File: src/rtl/seq_restoring_divider_pkg.sv
// Shared multiplier/divider package.
// Holds the divider FSM state encoding and the default operand width used by
// the sequential divider and its single-step datapath.
package seq_restoring_divider_pkg;

  localparam int DEF_WIDTH = 32;

  typedef enum logic [1:0] {
    ST_IDLE = 2'd0,
    ST_CALC = 2'd1,
    ST_FIX  = 2'd2
  } div_state_e;

endpackage

File: src/rtl/seq_restoring_divider_step.sv
// div_restore_step: one combinational restoring-division iteration.
// Shifts {partial remainder, quotient} left by one, trial-subtracts the
// divisor magnitude and keeps the difference (quotient LSB = 1) when it is
// non-negative, otherwise restores the shifted remainder (quotient LSB = 0).
// Ports:
//   rem_in  [WIDTH-1:0]  partial remainder (always < dvs)
//   quo_in  [WIDTH-1:0]  partial quotient / remaining dividend bits
//   dvs     [WIDTH-1:0]  divisor magnitude (non-zero)
//   rem_out [WIDTH-1:0]  next partial remainder
//   quo_out [WIDTH-1:0]  next partial quotient
module div_restore_step
  import seq_restoring_divider_pkg::*;
#(
  parameter int WIDTH = DEF_WIDTH
) (
  input  logic [WIDTH-1:0] rem_in,
  input  logic [WIDTH-1:0] quo_in,
  input  logic [WIDTH-1:0] dvs,
  output logic [WIDTH-1:0] rem_out,
  output logic [WIDTH-1:0] quo_out
);

  // The shifted remainder needs WIDTH+1 bits: with an unsigned divisor near
  // 2^WIDTH the doubled remainder can exceed the WIDTH-bit range.
  logic [WIDTH:0] shifted;
  logic           fits;

  always_comb begin
    shifted = {rem_in, quo_in[WIDTH-1]};
    fits    = (shifted >= {1'b0, dvs});
    // When the subtraction fits, the true difference is < dvs < 2^WIDTH, so
    // the low WIDTH bits of the modular difference are exact.
    rem_out = fits ? (shifted[WIDTH-1:0] - dvs) : shifted[WIDTH-1:0];
    quo_out = {quo_in[WIDTH-2:0], fits};
  end

endmodule

File: src/rtl/seq_restoring_divider.sv
// seq_restoring_divider: multi-cycle restoring divider, signed or unsigned.
// One quotient bit per clock in CALC, then a FIX cycle applies the operand
// signs and publishes the result with a one-cycle done pulse.
// Ports:
//   clk, rst             clock, synchronous active-high reset
//   start                request, sampled only while idle
//   is_signed            1 = two's-complement operands (captured with start)
//   dividend, divisor    operands (captured with start)
//   busy                 high while in CALC or FIX
//   done                 one-cycle pulse, results valid while high
//   quotient, remainder  results, held until the next done
//   div_by_zero          set when the last completed divisor was zero
module seq_restoring_divider
  import seq_restoring_divider_pkg::*;
#(
  parameter int WIDTH = DEF_WIDTH
) (
  input  logic             clk,
  input  logic             rst,
  input  logic             start,
  input  logic             is_signed,
  input  logic [WIDTH-1:0] dividend,
  input  logic [WIDTH-1:0] divisor,
  output logic             busy,
  output logic             done,
  output logic [WIDTH-1:0] quotient,
  output logic [WIDTH-1:0] remainder,
  output logic             div_by_zero
);

  localparam int CNT_W = $clog2(WIDTH + 1);

  // Two's-complement negate of a magnitude when neg is set. Negating the
  // magnitude 2^(WIDTH-1) wraps to the most-negative value, which is what
  // makes most-negative / -1 come out without a special path.
  function automatic logic [WIDTH-1:0] apply_sign(input logic [WIDTH-1:0] mag,
                                                  input logic             neg);
    return neg ? (~mag + 1'b1) : mag;
  endfunction

  div_state_e       state_q, state_d;
  logic [CNT_W-1:0] cnt_q, cnt_d;
  logic             done_q, done_d;
  logic [WIDTH-1:0] quotient_q, quotient_d;
  logic [WIDTH-1:0] remainder_q, remainder_d;
  logic             div_by_zero_q, div_by_zero_d;

  logic [WIDTH-1:0] rem_q, rem_d;
  logic [WIDTH-1:0] quo_q, quo_d;
  logic [WIDTH-1:0] dvs_q, dvs_d;
  logic [WIDTH-1:0] dvd_q, dvd_d;
  logic             q_neg_q, q_neg_d;
  logic             r_neg_q, r_neg_d;
  logic             dz_q, dz_d;

  logic             a_neg, b_neg;
  logic [WIDTH-1:0] a_mag, b_mag;
  logic [WIDTH-1:0] step_rem, step_quo;

  always_comb begin
    a_neg = is_signed & dividend[WIDTH-1];
    b_neg = is_signed & divisor[WIDTH-1];
    a_mag = apply_sign(dividend, a_neg);
    b_mag = apply_sign(divisor, b_neg);
  end

  div_restore_step #(
    .WIDTH (WIDTH)
  ) u_step (
    .rem_in  (rem_q),
    .quo_in  (quo_q),
    .dvs     (dvs_q),
    .rem_out (step_rem),
    .quo_out (step_quo)
  );

  always_comb begin
    state_d       = state_q;
    cnt_d         = cnt_q;
    done_d        = 1'b0;
    quotient_d    = quotient_q;
    remainder_d   = remainder_q;
    div_by_zero_d = div_by_zero_q;
    rem_d         = rem_q;
    quo_d         = quo_q;
    dvs_d         = dvs_q;
    dvd_d         = dvd_q;
    q_neg_d       = q_neg_q;
    r_neg_d       = r_neg_q;
    dz_d          = dz_q;

    case (state_q)
      ST_IDLE: begin
        if (start) begin
          dvd_d   = dividend;
          q_neg_d = a_neg ^ b_neg;
          r_neg_d = a_neg;
          dvs_d   = b_mag;
          rem_d   = '0;
          quo_d   = a_mag;
          cnt_d   = CNT_W'(WIDTH);
          dz_d    = (divisor == '0);
          state_d = (divisor == '0) ? ST_FIX : ST_CALC;
        end
      end

      ST_CALC: begin
        rem_d = step_rem;
        quo_d = step_quo;
        cnt_d = cnt_q - 1'b1;
        if (cnt_q == CNT_W'(1)) begin
          state_d = ST_FIX;
        end
      end

      ST_FIX: begin
        done_d  = 1'b1;
        cnt_d   = '0;
        state_d = ST_IDLE;
        if (dz_q) begin
          quotient_d    = '1;
          remainder_d   = dvd_q;
          div_by_zero_d = 1'b1;
        end else begin
          // A zero magnitude stays zero after negation, so a quotient is only
          // negative when it is non-zero.
          quotient_d    = apply_sign(quo_q, q_neg_q);
          remainder_d   = apply_sign(rem_q, r_neg_q);
          div_by_zero_d = 1'b0;
        end
      end

      default: begin
        state_d = ST_IDLE;
      end
    endcase
  end

  // ---- control and result registers (reset) ----
  always_ff @(posedge clk) begin
    if (rst) begin
      state_q       <= ST_IDLE;
      cnt_q         <= '0;
      done_q        <= 1'b0;
      quotient_q    <= '0;
      remainder_q   <= '0;
      div_by_zero_q <= 1'b0;
    end else begin
      state_q       <= state_d;
      cnt_q         <= cnt_d;
      done_q        <= done_d;
      quotient_q    <= quotient_d;
      remainder_q   <= remainder_d;
      div_by_zero_q <= div_by_zero_d;
    end
  end

  // ---- iteration datapath registers (reloaded on every accepted start) ----
  always_ff @(posedge clk) begin
    rem_q   <= rem_d;
    quo_q   <= quo_d;
    dvs_q   <= dvs_d;
    dvd_q   <= dvd_d;
    q_neg_q <= q_neg_d;
    r_neg_q <= r_neg_d;
    dz_q    <= dz_d;
  end

  always_comb begin
    busy        = (state_q != ST_IDLE);
    done        = done_q;
    quotient    = quotient_q;
    remainder   = remainder_q;
    div_by_zero = div_by_zero_q;
  end

endmodule

File: config.mk
export PLATFORM = sky130hd
export DESIGN_NAME = seq_restoring_divider
export DESIGN_NICKNAME = d
export VERILOG_FILES = /design/src/rtl/seq_restoring_divider_pkg.sv /design/src/rtl/seq_restoring_divider_step.sv /design/src/rtl/seq_restoring_divider.sv
export SDC_FILE = /design/constraint.sdc
export NUM_CORES = 1
export LEC_CHECK = 0
export BUFFER_PORTS_ARGS = -buffer_cell sky130_fd_sc_hd__buf_2
export CORE_UTILIZATION = 50
export DETAILED_ROUTE_END_ITERATION = 10
export GPL_TIMING_DRIVEN = 0
export PLACE_DENSITY = 0.72
export SETUP_SLACK_MARGIN = 0.2
export SLEW_MARGIN = 20
export SYNTH_ARGS = -nofsm -noshare
export SYNTH_HDL_FRONTEND = slang
export SYNTH_SLANG_ARGS = --single-unit
File: constraint.sdc
create_clock -name clk -period 5 [get_ports clk]
set_input_delay 1 -clock clk [delete_from_list [all_inputs] [get_ports clk]]
set_output_delay 1 -clock clk [all_outputs]
set_load 0.005 [all_outputs]
==> results of run 1 <==
-- cell usage after synthesis (all sizes together) (6+ instances only) --
master,instances,area share
a211oi,39,0.024
a31oi,8,0.0047
and2,6,0.0031
nor2,139,0.043
xor2,93,0.068
nand2,124,0.039
xnor2,58,0.042
clkbuf,46,0.014
o211ai,8,0.0050
nand2b,10,0.0052
mux2i,51,0.043
o21ai,102,0.043
nand3,16,0.0067
o31ai,29,0.019
or4,10,0.0072
a21o,21,0.013
nor4,15,0.0078
nor3,24,0.010
ha,41,0.043
o41ai,12,0.0094
dfxtp,74,0.12
edfxtp,131,0.33
nand4,7,0.0036
o22ai,7,0.0036
buf,11,0.0049
inv,68,0.021
nor2b,7,0.0039
or3,14,0.0081
a21oi,57,0.024
-- power by group through the flow --
stage	clock, mW	sequential (mW)	combinational (mW)
floorplan	0	2.28	1.22
global placement	0	2.35	1.63
detailed placement	0	2.35	1.68
CTS	1.54	2.32	1.69
global route	1.61	2.35	1.89
finish	1.53	2.32	1.70
-- flip-flops by register name, summed over array words and instances (netlist names) --
name and count:
cnt_q 6, div_by_zero 1, done 1, dvd_q 32, dvs_q 32, dz_q 1, q_neg_q 1, quo_q 32
quotient 32, r_neg_q 1, rem_q 32, remainder 32, state_q 2
-- layout make-up --
type	count	area share
multi-input combinational	940	0.443
sequential	205	0.392
timing repair buffer	135	0.0522
clock buffer	31	0.0430
tap	319	0.0289
inverter	69	0.0188
buffer	57	0.0170
clock inverter	9	0.00553
-- placed cells by master (no fill, tap or decap), types with 4 or more instances in the layout --
| master | instances |
|---|---|
| buf_4 | 4 |
| clkbuf_16 | 22 |
| inv_1 | 68 |
| nand2_1 | 123 |
| o21ai_0 | 102 |
| nor2_1 | 139 |
| buf_2 | 135 |
| clkbuf_1 | 53 |
| edfxtp_1 | 131 |
| o41ai_1 | 11 |
| xnor2_1 | 58 |
| nand4_1 | 7 |
| a21oi_1 | 56 |
| nand2b_1 | 10 |
| nor2b_1 | 6 |
| a211oi_1 | 39 |
| a21boi_0 | 4 |
| and2_1 | 4 |
| a31oi_1 | 7 |
| nand3_1 | 16 |
| mux2i_1 | 51 |
| nor3_1 | 24 |
| o31ai_1 | 28 |
| dfxtp_1 | 74 |
| o21bai_1 | 5 |
| or3_1 | 12 |
| buf_1 | 5 |
| a21o_1 | 20 |
| o22ai_1 | 7 |
| ha_1 | 41 |
| and3_1 | 5 |
| nor4_1 | 15 |
| xor2_1 | 93 |
| clkinv_1 | 5 |
| or4_1 | 7 |
| o211ai_1 | 8 |
-- logic make-up (layout without fill, tap and decap cells) --
group / after synthesis / count (layout) / share of synthesized area
flops: 205 / 205 / 0.451
fa+ha+maj: 42 / 42 / 0.0444
compound gates: 303 / 303 / 0.159
mux: 54 / 54 / 0.0453
xor+xnor: 151 / 151 / 0.110
simple gates: 390 / 390 / 0.149
buf+inv: 126 / 301 / 0.0408
-- how the worst max path moves through the flow --
stage | from | endpoint | depth (start not counted)
5_1_grt | rem_q[11]$_SDFFCE_PN0P_ | rem_q[26]$_SDFFCE_PN0P_ | 12
4_1_cts | rem_q[11]$_SDFFCE_PN0P_ | rem_q[25]$_SDFFCE_PN0P_ | 12
6_report | rem_q[11]$_SDFFCE_PN0P_ | rem_q[25]$_SDFFCE_PN0P_ | 12
2_1_floorplan | start | quo_q[0]$_DFFE_PP_ | 3
3_3_place_gp | start | quo_q[3]$_DFFE_PP_ | 4
3_5_place_dp | divisor[3] | state_q[1]$_SDFFE_PP0P_ | 10
-- layer usage --
| metal | part of all wire | routed length (microns) | vias up | global-route usage |
|---|---|---|---|---|
| met5 | 0 | 0 | - | 0 |
| met4 | 0.035 | 1100 | 0 | 0.0906 |
| met3 | 0.056 | 1760 | 57 | 0.0341 |
| met2 | 0.46 | 14300 | 336 | 0.422 |
| met1 | 0.45 | 14100 | 4613 | 0.345 |
| li1 | - | - | 4875 | - |
-- worst reg2reg max path, stage by stage, from the launching register on --
cell,delay (ns)
edfxtp_1,0.52
ha_1,0.34
clkbuf_1,0.20
a21oi_1,0.26
o21ai_0,0.12
a221o_1,0.34
and3_1,0.22
a21oi_1,0.13
nand2b_1,0.15
a31oi_2,0.55
buf_2,0.40
mux2i_1,0.24
nor2_1,0.05
==> run summary, run 1 <==
outcome -> finished, final reports clean
Net Switching -> 1.88 mW
first-pass GRT wire length -> 48900 microns
Routed Antenna Nets -> 0
P_leak -> 5.52 nW
Post-DP Area -> 0.0131 sq mm
Vias per Instance -> 5.60
reg2reg setup slack -> 1.23 ns
gp weighted congestion -> 0.951
Hold Slack -> 0.475 ns
Crit path buffers/inverters -> 2
Clk Latency, worst-skew pair -> 0.52 ns
Max stage delay on crit path -> 0.55 ns
Total GRT Usage -> 0.256
full die area -> 0.0246 sq mm
post-route cell area -> 0.0138 sq mm
H-tree lvl count -> 1
die height -> 157 microns
async set-or-reset flop fraction in the synthesized netlist -> 0
worst vdd ir -> 0.298 mV
CP most frequent cell -> a21oi_1
Finished Core Util -> 0.587
Most used DFF post-synth -> edfxtp_1
Crit path max-delay family -> compound AO/OA/AOI/OAI gates
max-cap check violation count -> 0
TNS Setup -> 0 ns
PnR worst setup slack -> 1.23 ns
initial antenna violation count -> 0
hold path start -> remainder[30]$_SDFFE_PP0P_
Max Clk Rate -> 265 MHz
CTS buffer count -> 22
final hold vios -> 0
Slew @ Worst Pin -> 0.807 ns
largest net degree at the start of global routing -> 49
Initial Util -> 0.510
Cells after Synth -> 1271
share of cells above drive strength 1 -> 0.130
sw frac -> 0.339
DRT Pass-1 Iters -> 5
Seq cells post-synth -> 205
Area growth syn-to-layout -> 15.0%
Storage cell area -> 0.00542 sq mm
PwrDens -> 402 mW/mm^2
period utilization -> 0.755
clk_skew -> 0.0173 ns
Tmin final -> 3.77 ns
aggregate global routing overflow -> 0
buffers inserted by post-CTS timing repair -> 0
sink of the worst hold path -> remainder[30]$_SDFFE_PP0P_
Clock power frac -> 0.276
Slew HR -> 0.458
worst r2r src -> rem_q[11]$_SDFFCE_PN0P_
DP HPWL -> 24400 microns
total power -> 5.55 mW
crit path cell chain -> ha_1 > clkbuf_1 > a21oi_1 > o21ai_0 > a221o_1 > and3_1 > a21oi_1 > nand2b_1 > a31oi_2 > buf_2 > mux2i_1 > nor2_1
I/O pin cnt -> 135
Crit Path Category -> flip-flop to flip-flop
Reg power frac -> 0.419
CTS tree -> done
drt total wl -> 31300 microns
WHS Path Cells -> 2
Logic pwr share -> 0.306
Final nets -> 1540
worst reg-to-reg path cell count -> 12
CP endpoint kind -> flip-flop
RSZ-0062 raised after global routing -> false
vias -> 9881
Clock transition at path regs -> 0.06 ns
Site Rows -> 56
r2r endpoint -> rem_q[25]$_SDFFCE_PN0P_
Worst setup SP type -> flip-flop
die span in x -> 157 microns
critical path arrival -> 4.02 ns
Core Region -> 0.0235 sq mm
Critical Path RT -> 5.25 ns
syn avg cell area -> 9.45 sq um
Max FO, Critical Path -> 10
Hold Crit Class -> flip-flop to flip-flop
Syn Std Cell Area -> 0.0120 sq mm
fill count -> 2099
number of synthesized flops with an enable pin -> 131
dpl ws -> 1.24 ns
syn nets -> 1381
vias in the first global route -> 9141
Port Buffers -> 133
cell internal pwr -> 3.67 mW
Multi-input gate area -> 0.00611 sq mm
clk sink count -> 205
dpl cells -> 1725
final setup fails -> 0
Clock Path Buffers -> 3
register area share after synthesis -> 0.451
post-synthesis cell type count -> 62
total number of yosys warnings -> 0
fin. max-slew vios -> 0
DR DRC count -> 0
Antenna Cells -> 0
Clock Root Buffer -> clkbuf_16
final cell count without fillers -> 1765
DR iter-0 viols -> 759
Worst path slowest cell -> a31oi_2
post-CTS sizing -> 0
CTS Hold Bufs -> 0
WL/cell -> 17.7 microns
(Power assumes the default switching activity.)
==> run 2: changes to the inputs <==
--- a/config.mk
+++ b/config.mk
@@ -9,7 +9,7 @@
 export CORE_UTILIZATION = 50
 export DETAILED_ROUTE_END_ITERATION = 10
 export GPL_TIMING_DRIVEN = 0
-export PLACE_DENSITY = 0.72
+export PLACE_DENSITY = 0.69
 export SETUP_SLACK_MARGIN = 0.2
 export SLEW_MARGIN = 20
 export SYNTH_ARGS = -nofsm -noshare
==> constraint.sdc (replaced) <==
create_clock -name clk -period 3.64 [get_ports clk]
set_input_delay 0.728 -clock clk [delete_from_list [all_inputs] [get_ports clk]]
set_output_delay 0.728 -clock clk [all_outputs]
set_load 0.005 [all_outputs]
==> run 2 against run 1 <==
Net effect:
- register-to-register slack worse by 0.90 ns
- sequential power increased by 38%
- maximum frequency increased by 14%
- core utilization is 0.83 points higher
- via count is 1.8% higher
- die area is the same
- critical path depth did not move
- first-iteration DRC count is 7.6% higher
- non-clock buffer count increased by 8
- clock-buffer cell count increased by 1
==> run summary, run 2 (synthesis gave the netlist of run 1 again) <==
vias in the first global route -> 9390
worst vdd ir -> 0.356 mV
fill count -> 2093
Slew @ Worst Pin -> 0.888 ns
share of cells above drive strength 1 -> 0.141
Core Region -> 0.0235 sq mm
Post-Route M1 WL -> 14700 microns
Slew HR -> 0.404
drt total wl -> 32600 microns
die span in x -> 157 microns
full die area -> 0.0246 sq mm
Clock transition at path regs -> 0.06 ns
final cell count without fillers -> 1777
H-tree lvl count -> 1
I/O pin cnt -> 135
RSZ-0062 raised after global routing -> false
Clk Latency, worst-skew pair -> 0.52 ns
dpl cells -> 1725
commonest non-fill, non-tap cell in the layout -> nor2_1
CTS tree -> done
Site Rows -> 56
most frequent cells in the layout -> 139 x nor2_1, 134 x buf_2, 131 x edfxtp_1
max-cap check violation count -> 0
Routed Antenna Nets -> 0
Total GRT Usage -> 0.265
CTS buffer count -> 24
outcome -> finished, final reports clean
crit path cell chain -> ha_1 > and2_0 > a21o_1 > a221o_1 > and3_1 > a21oi_1 > nand2b_1 > a31oi_4 > buf_12 > buf_4 > mux2i_1 > nor2_1
first-pass GRT wire length -> 50300 microns
CTS Hold Bufs -> 0
PwrDens -> 565 mW/mm^2
Max stage delay on crit path -> 0.45 ns
Clock Root Buffer -> clkbuf_16
aggregate global routing overflow -> 0
final hold vios -> 0
clk sink count -> 205
fin. max-slew vios -> 0
DR DRC count -> 0
Critical Path RT -> 3.88 ns
detailed route wirelength on metal3 -> 1980 microns
initial antenna violation count -> 0
Area growth syn-to-layout -> 16.6%
Initial Util -> 0.510
Max Clk Rate -> 301 MHz
largest net degree at the start of global routing -> 41
gp weighted congestion -> 0.901
WL/cell -> 18.3 microns
Finished Core Util -> 0.595
Max FO, Critical Path -> 10
WL met2 -> 15000 microns
CP endpoint kind -> flip-flop
Worst path slowest cell -> edfxtp_1
vias -> 10100
final setup fails -> 0
reg2reg setup slack -> 0.32 ns
Port Buffers -> 133
Hold Crit Class -> input port to flip-flop
Tmin final -> 3.32 ns
critical path arrival -> 3.56 ns
clk_skew -> 0.0141 ns
highest metal used -> met4
Crit Path Category -> flip-flop to flip-flop
Antenna Cells -> 0
Worst setup SP type -> flip-flop
die height -> 157 microns
Vias per Instance -> 5.66
P_leak -> 5.60 nW
DR iter-0 viols -> 817
period utilization -> 0.912
Clock Path Buffers -> 3
DP HPWL -> 25200 microns
Final nets -> 1550
DRT Pass-1 Iters -> 5
==> run 2: critical path, delay by kind of cell, from the launching register on <==
family                     cells  cell delay, ns
AOI/OAI and AO/OA              4            0.92
adders and majority gates      1            0.39
buffers and inverters          2            0.36
and+or+nand+nor                4            0.70
muxes                          1            0.22
DFF                            1            0.45
==> run 2: final timing paths <==
path / start / end / depth (start not counted)
setup / recovery: rem_q[14]$_SDFFCE_PN0P_ / rem_q[6]$_SDFFCE_PN0P_ / 12
hold / removal: dividend[0] / dvd_q[0]$_DFFE_PP_ / 1
setup reg to reg: rem_q[14]$_SDFFCE_PN0P_ / rem_q[6]$_SDFFCE_PN0P_ / 12
hold reg to reg: div_by_zero$_SDFFE_PP0P_ / div_by_zero$_SDFFE_PP0P_ / 2
==> run 2: layout make-up <==
cell class                 instances  area (sq um)  area share
multi-input combinational        940          6150       0.439
buffer                            57           238      0.0170
clock buffer                      32           683      0.0488
sequential                       205          5420       0.387
clock inverter                    12          83.8     0.00598
inverter                          69           259      0.0185
timing repair buffer             143           778      0.0556
tap                              319           399      0.0285
==> run 2: timing repair <==
| item | CTS | global route |
|---|---|---|
| endpoints found under the hold margin | 0 | 0 |
| resized for setup | 3 | 7 |
| setup endpoints to repair | 33 | 32 |
| pin swaps | 1 | 0 |
| setup buffers | 4 | 4 |
==> run 2: power by group <==
group	internal [mW]	switching, mW
Sequential	2.89	0.299
Clock	1.38	0.945
Combinational	0.985	1.41
Total	5.26	2.65
==> run 2: per-stage QoR <==
step | hold slack [ns] | TNS (ns) | power, mW | worst slack [ns] | cell area [sq um]
5_1_grt | 0.428 | 0 | 8.33 | 0.187 | 14000
3_5_place_dp | 0.443 | -3.41 | 5.54 | -0.210 | 13100
2_1_floorplan | 0.449 | 0 | 4.81 | 0.512 | 12000
6_report | 0.439 | 0 | 7.91 | 0.322 | 14000
3_3_place_gp | 0.441 | -20.28 | 5.47 | -0.303 | 13100
4_1_cts | 0.423 | 0 | 7.89 | 0.234 | 13900
==> run 2: per-layer routing <==
metal | vias to the layer above | GRT usage
met1 | 4786 | 0.362
met4 | 0 | 0.0859
met2 | 324 | 0.436
met5 | - | 0
met3 | 61 | 0.0330
li1 | 4889 | -
==> run 3: changes to the inputs <==
--- a/config.mk
+++ b/config.mk
@@ -6,10 +6,10 @@
 export NUM_CORES = 1
 export LEC_CHECK = 0
 export BUFFER_PORTS_ARGS = -buffer_cell sky130_fd_sc_hd__buf_2
-export CORE_UTILIZATION = 50
+export CORE_UTILIZATION = 30
 export DETAILED_ROUTE_END_ITERATION = 10
 export GPL_TIMING_DRIVEN = 0
-export PLACE_DENSITY = 0.69
+export PLACE_DENSITY = 0.45
 export SETUP_SLACK_MARGIN = 0.2
 export SLEW_MARGIN = 20
 export SYNTH_ARGS = -nofsm -noshare
==> run 3 against run 2 <==
Net effect:
- clock power is 8% higher
- critical path depth is 1 lower
- non-clock buffer count is 1 lower
- register-to-register slack better by 0.07 ns
- core utilization is 23 points lower
- first-iteration DRC count is 12% lower
- critical endpoint is now quo_q[0]$_DFFE_PP_
==> run summary, run 3 (synthesis gave the netlist of run 1 again) <==
outcome -> finished, final reports clean
Max FO, Critical Path -> 6
Post-DP Area -> 0.0134 sq mm
CTS Hold Bufs -> 0
sw frac -> 0.342
Reg power frac -> 0.391
RSZ-0062 raised after global routing -> false
largest net degree at the start of global routing -> 50
Logic pwr share -> 0.300
DR DRC count -> 0
WL/cell -> 18.8 microns
CTS tree -> done
clk_skew -> 0.0231 ns
Area growth syn-to-layout -> 19.5%
clk sink count -> 205
cell internal pwr -> 5.37 mW
gp weighted congestion -> 0.842
Clock Root Buffer -> clkbuf_16
final hold vios -> 0
Worst setup SP type -> flip-flop
commonest non-fill, non-tap cell in the layout -> nor2_1
Slew HR -> 0.269
final setup fails -> 0
vias in the first global route -> 9528
DR iter-0 viols -> 723
Critical Path RT -> 3.90 ns
r2r endpoint -> quo_q[0]$_DFFE_PP_
Routed Antenna Nets -> 0
Net Switching -> 2.79 mW
Max Clk Rate -> 308 MHz
worst vdd ir -> 0.394 mV
Slew @ Worst Pin -> 1.09 ns
fin. max-slew vios -> 0
WHS Path Cells -> 1
drt total wl -> 37300 microns
I/O pin cnt -> 135
sink of the worst hold path -> dvd_q[23]$_DFFE_PP_
Clock Path Buffers -> 3
Core Region -> 0.0391 sq mm
most frequent cells in the layout -> 139 x nor2_1, 134 x buf_2, 131 x edfxtp_1
Finished Core Util -> 0.367
reg2reg setup slack -> 0.39 ns
full die area -> 0.0408 sq mm
Crit Path Category -> flip-flop to flip-flop
initial antenna violation count -> 3
Port Buffers -> 133
DP HPWL -> 28700 microns
Vias per Instance -> 5.02
first-pass GRT wire length -> 56800 microns
Hold Slack -> 0.416 ns
PwrDens -> 569 mW/mm^2
worst r2r src -> rem_q[13]$_SDFFCE_PN0P_
H-tree lvl count -> 1
Hold Crit Class -> input port to flip-flop
Initial Util -> 0.307
P_leak -> 5.64 nW
max-cap check violation count -> 0
Site Rows -> 72
Total GRT Usage -> 0.180
Tmin final -> 3.25 ns
Clock power frac -> 0.309
Clk Latency, worst-skew pair -> 0.55 ns
share of cells above drive strength 1 -> 0.144
Final nets -> 1551
die height -> 202 microns
vias -> 9937
post-route cell area -> 0.0144 sq mm
CTS buffer count -> 26
die span in x -> 202 microns
hold path start -> dividend[23]
DRT Pass-1 Iters -> 5
CP endpoint kind -> flip-flop
aggregate global routing overflow -> 0
worst reg-to-reg path cell count -> 11
period utilization -> 0.893
fill count -> 4108
critical path arrival -> 3.51 ns
Clock transition at path regs -> 0.07 ns
==> run 3: worst max-delay path by stage <==
stage	startpoint	end	slack, ns	depth (start not counted)
after detailed placement	rem_q[14]$_SDFFCE_PN0P_	rem_q[25]$_SDFFCE_PN0P_	-0.21	11
after CTS	rem_q[13]$_SDFFCE_PN0P_	rem_q[21]$_SDFFCE_PN0P_	0.21	11
after global routing	rem_q[13]$_SDFFCE_PN0P_	rem_q[20]$_SDFFCE_PN0P_	0.21	11
after floorplan	rem_q[14]$_SDFFCE_PN0P_	rem_q[29]$_SDFFCE_PN0P_	0.51	11
final	rem_q[13]$_SDFFCE_PN0P_	quo_q[0]$_DFFE_PP_	0.39	11
after global placement	start	rem_q[20]$_SDFFCE_PN0P_	-0.59	4
==> run 3: metal layers <==
metal	GRT usage	vias to the layer above	routed length (microns)	part of all wire
met3	0.0221	35	1770	0.047
met5	0	-	10	0.00027
met2	0.281	246	16300	0.44
met1	0.267	4756	18600	0.50
li1	-	4898	-	-
met4	0.0354	2	631	0.017
==> run 3: worst max-delay path: stages (launching register included) <==
cell and delay, ns:
edfxtp_1 0.46, ha_1 0.39, and2_1 0.22, a21o_1 0.19, a221o_1 0.39, and3_1 0.21
a21oi_1 0.13, nand2b_1 0.12, a31oi_4 0.35, buf_4 0.17, nand2b_2 0.19, o21ai_0 0.11
==> run 3: area by class of cell <==
| class | count | area, sq um | area share |
|---|---|---|---|
| timing repair buffer | 142 | 766 | 0.0534 |
| sequential | 205 | 5420 | 0.377 |
| multi-input combinational | 940 | 6160 | 0.429 |
| clock buffer | 37 | 785 | 0.0547 |
| tap | 518 | 648 | 0.0452 |
| clock inverter | 11 | 53.8 | 0.00375 |
| inverter | 69 | 259 | 0.0180 |
| buffer | 57 | 256 | 0.0179 |
| antenna | 2 | 5.00 | 0.000349 |
==> run 3: power by group through the flow <==
stage / clock [mW] / combinational, mW / sequential (mW)
6_report: 2.52 / 2.45 / 3.19
4_1_cts: 2.60 / 2.42 / 3.19
5_1_grt: 2.68 / 2.73 / 3.23
3_5_place_dp: 0 / 2.37 / 3.25
3_3_place_gp: 0 / 2.34 / 3.25
2_1_floorplan: 0 / 1.67 / 3.13
==> run 3: per-stage QoR <==
| stage | instances | setup slack (ns) | total power [mW] | setup TNS (ns) |
|---|---|---|---|---|
| floorplan | 1271 | 0.512 | 4.81 | 0 |
| global placement | 1922 | -0.594 | 5.60 | -41.28 |
| detailed placement | 1924 | -0.213 | 5.62 | -3.78 |
| CTS | 1977 | 0.212 | 8.21 | 0 |
| global route | 1981 | 0.212 | 8.64 | 0 |
| finish | 1981 | 0.390 | 8.16 | 0 |
==> run 3: timing repair <==
action,in CTS,in global routing
gates resized for setup,3,14
buffers inserted,5,2
pin swaps,1,2
endpoints found under the setup margin,33,34
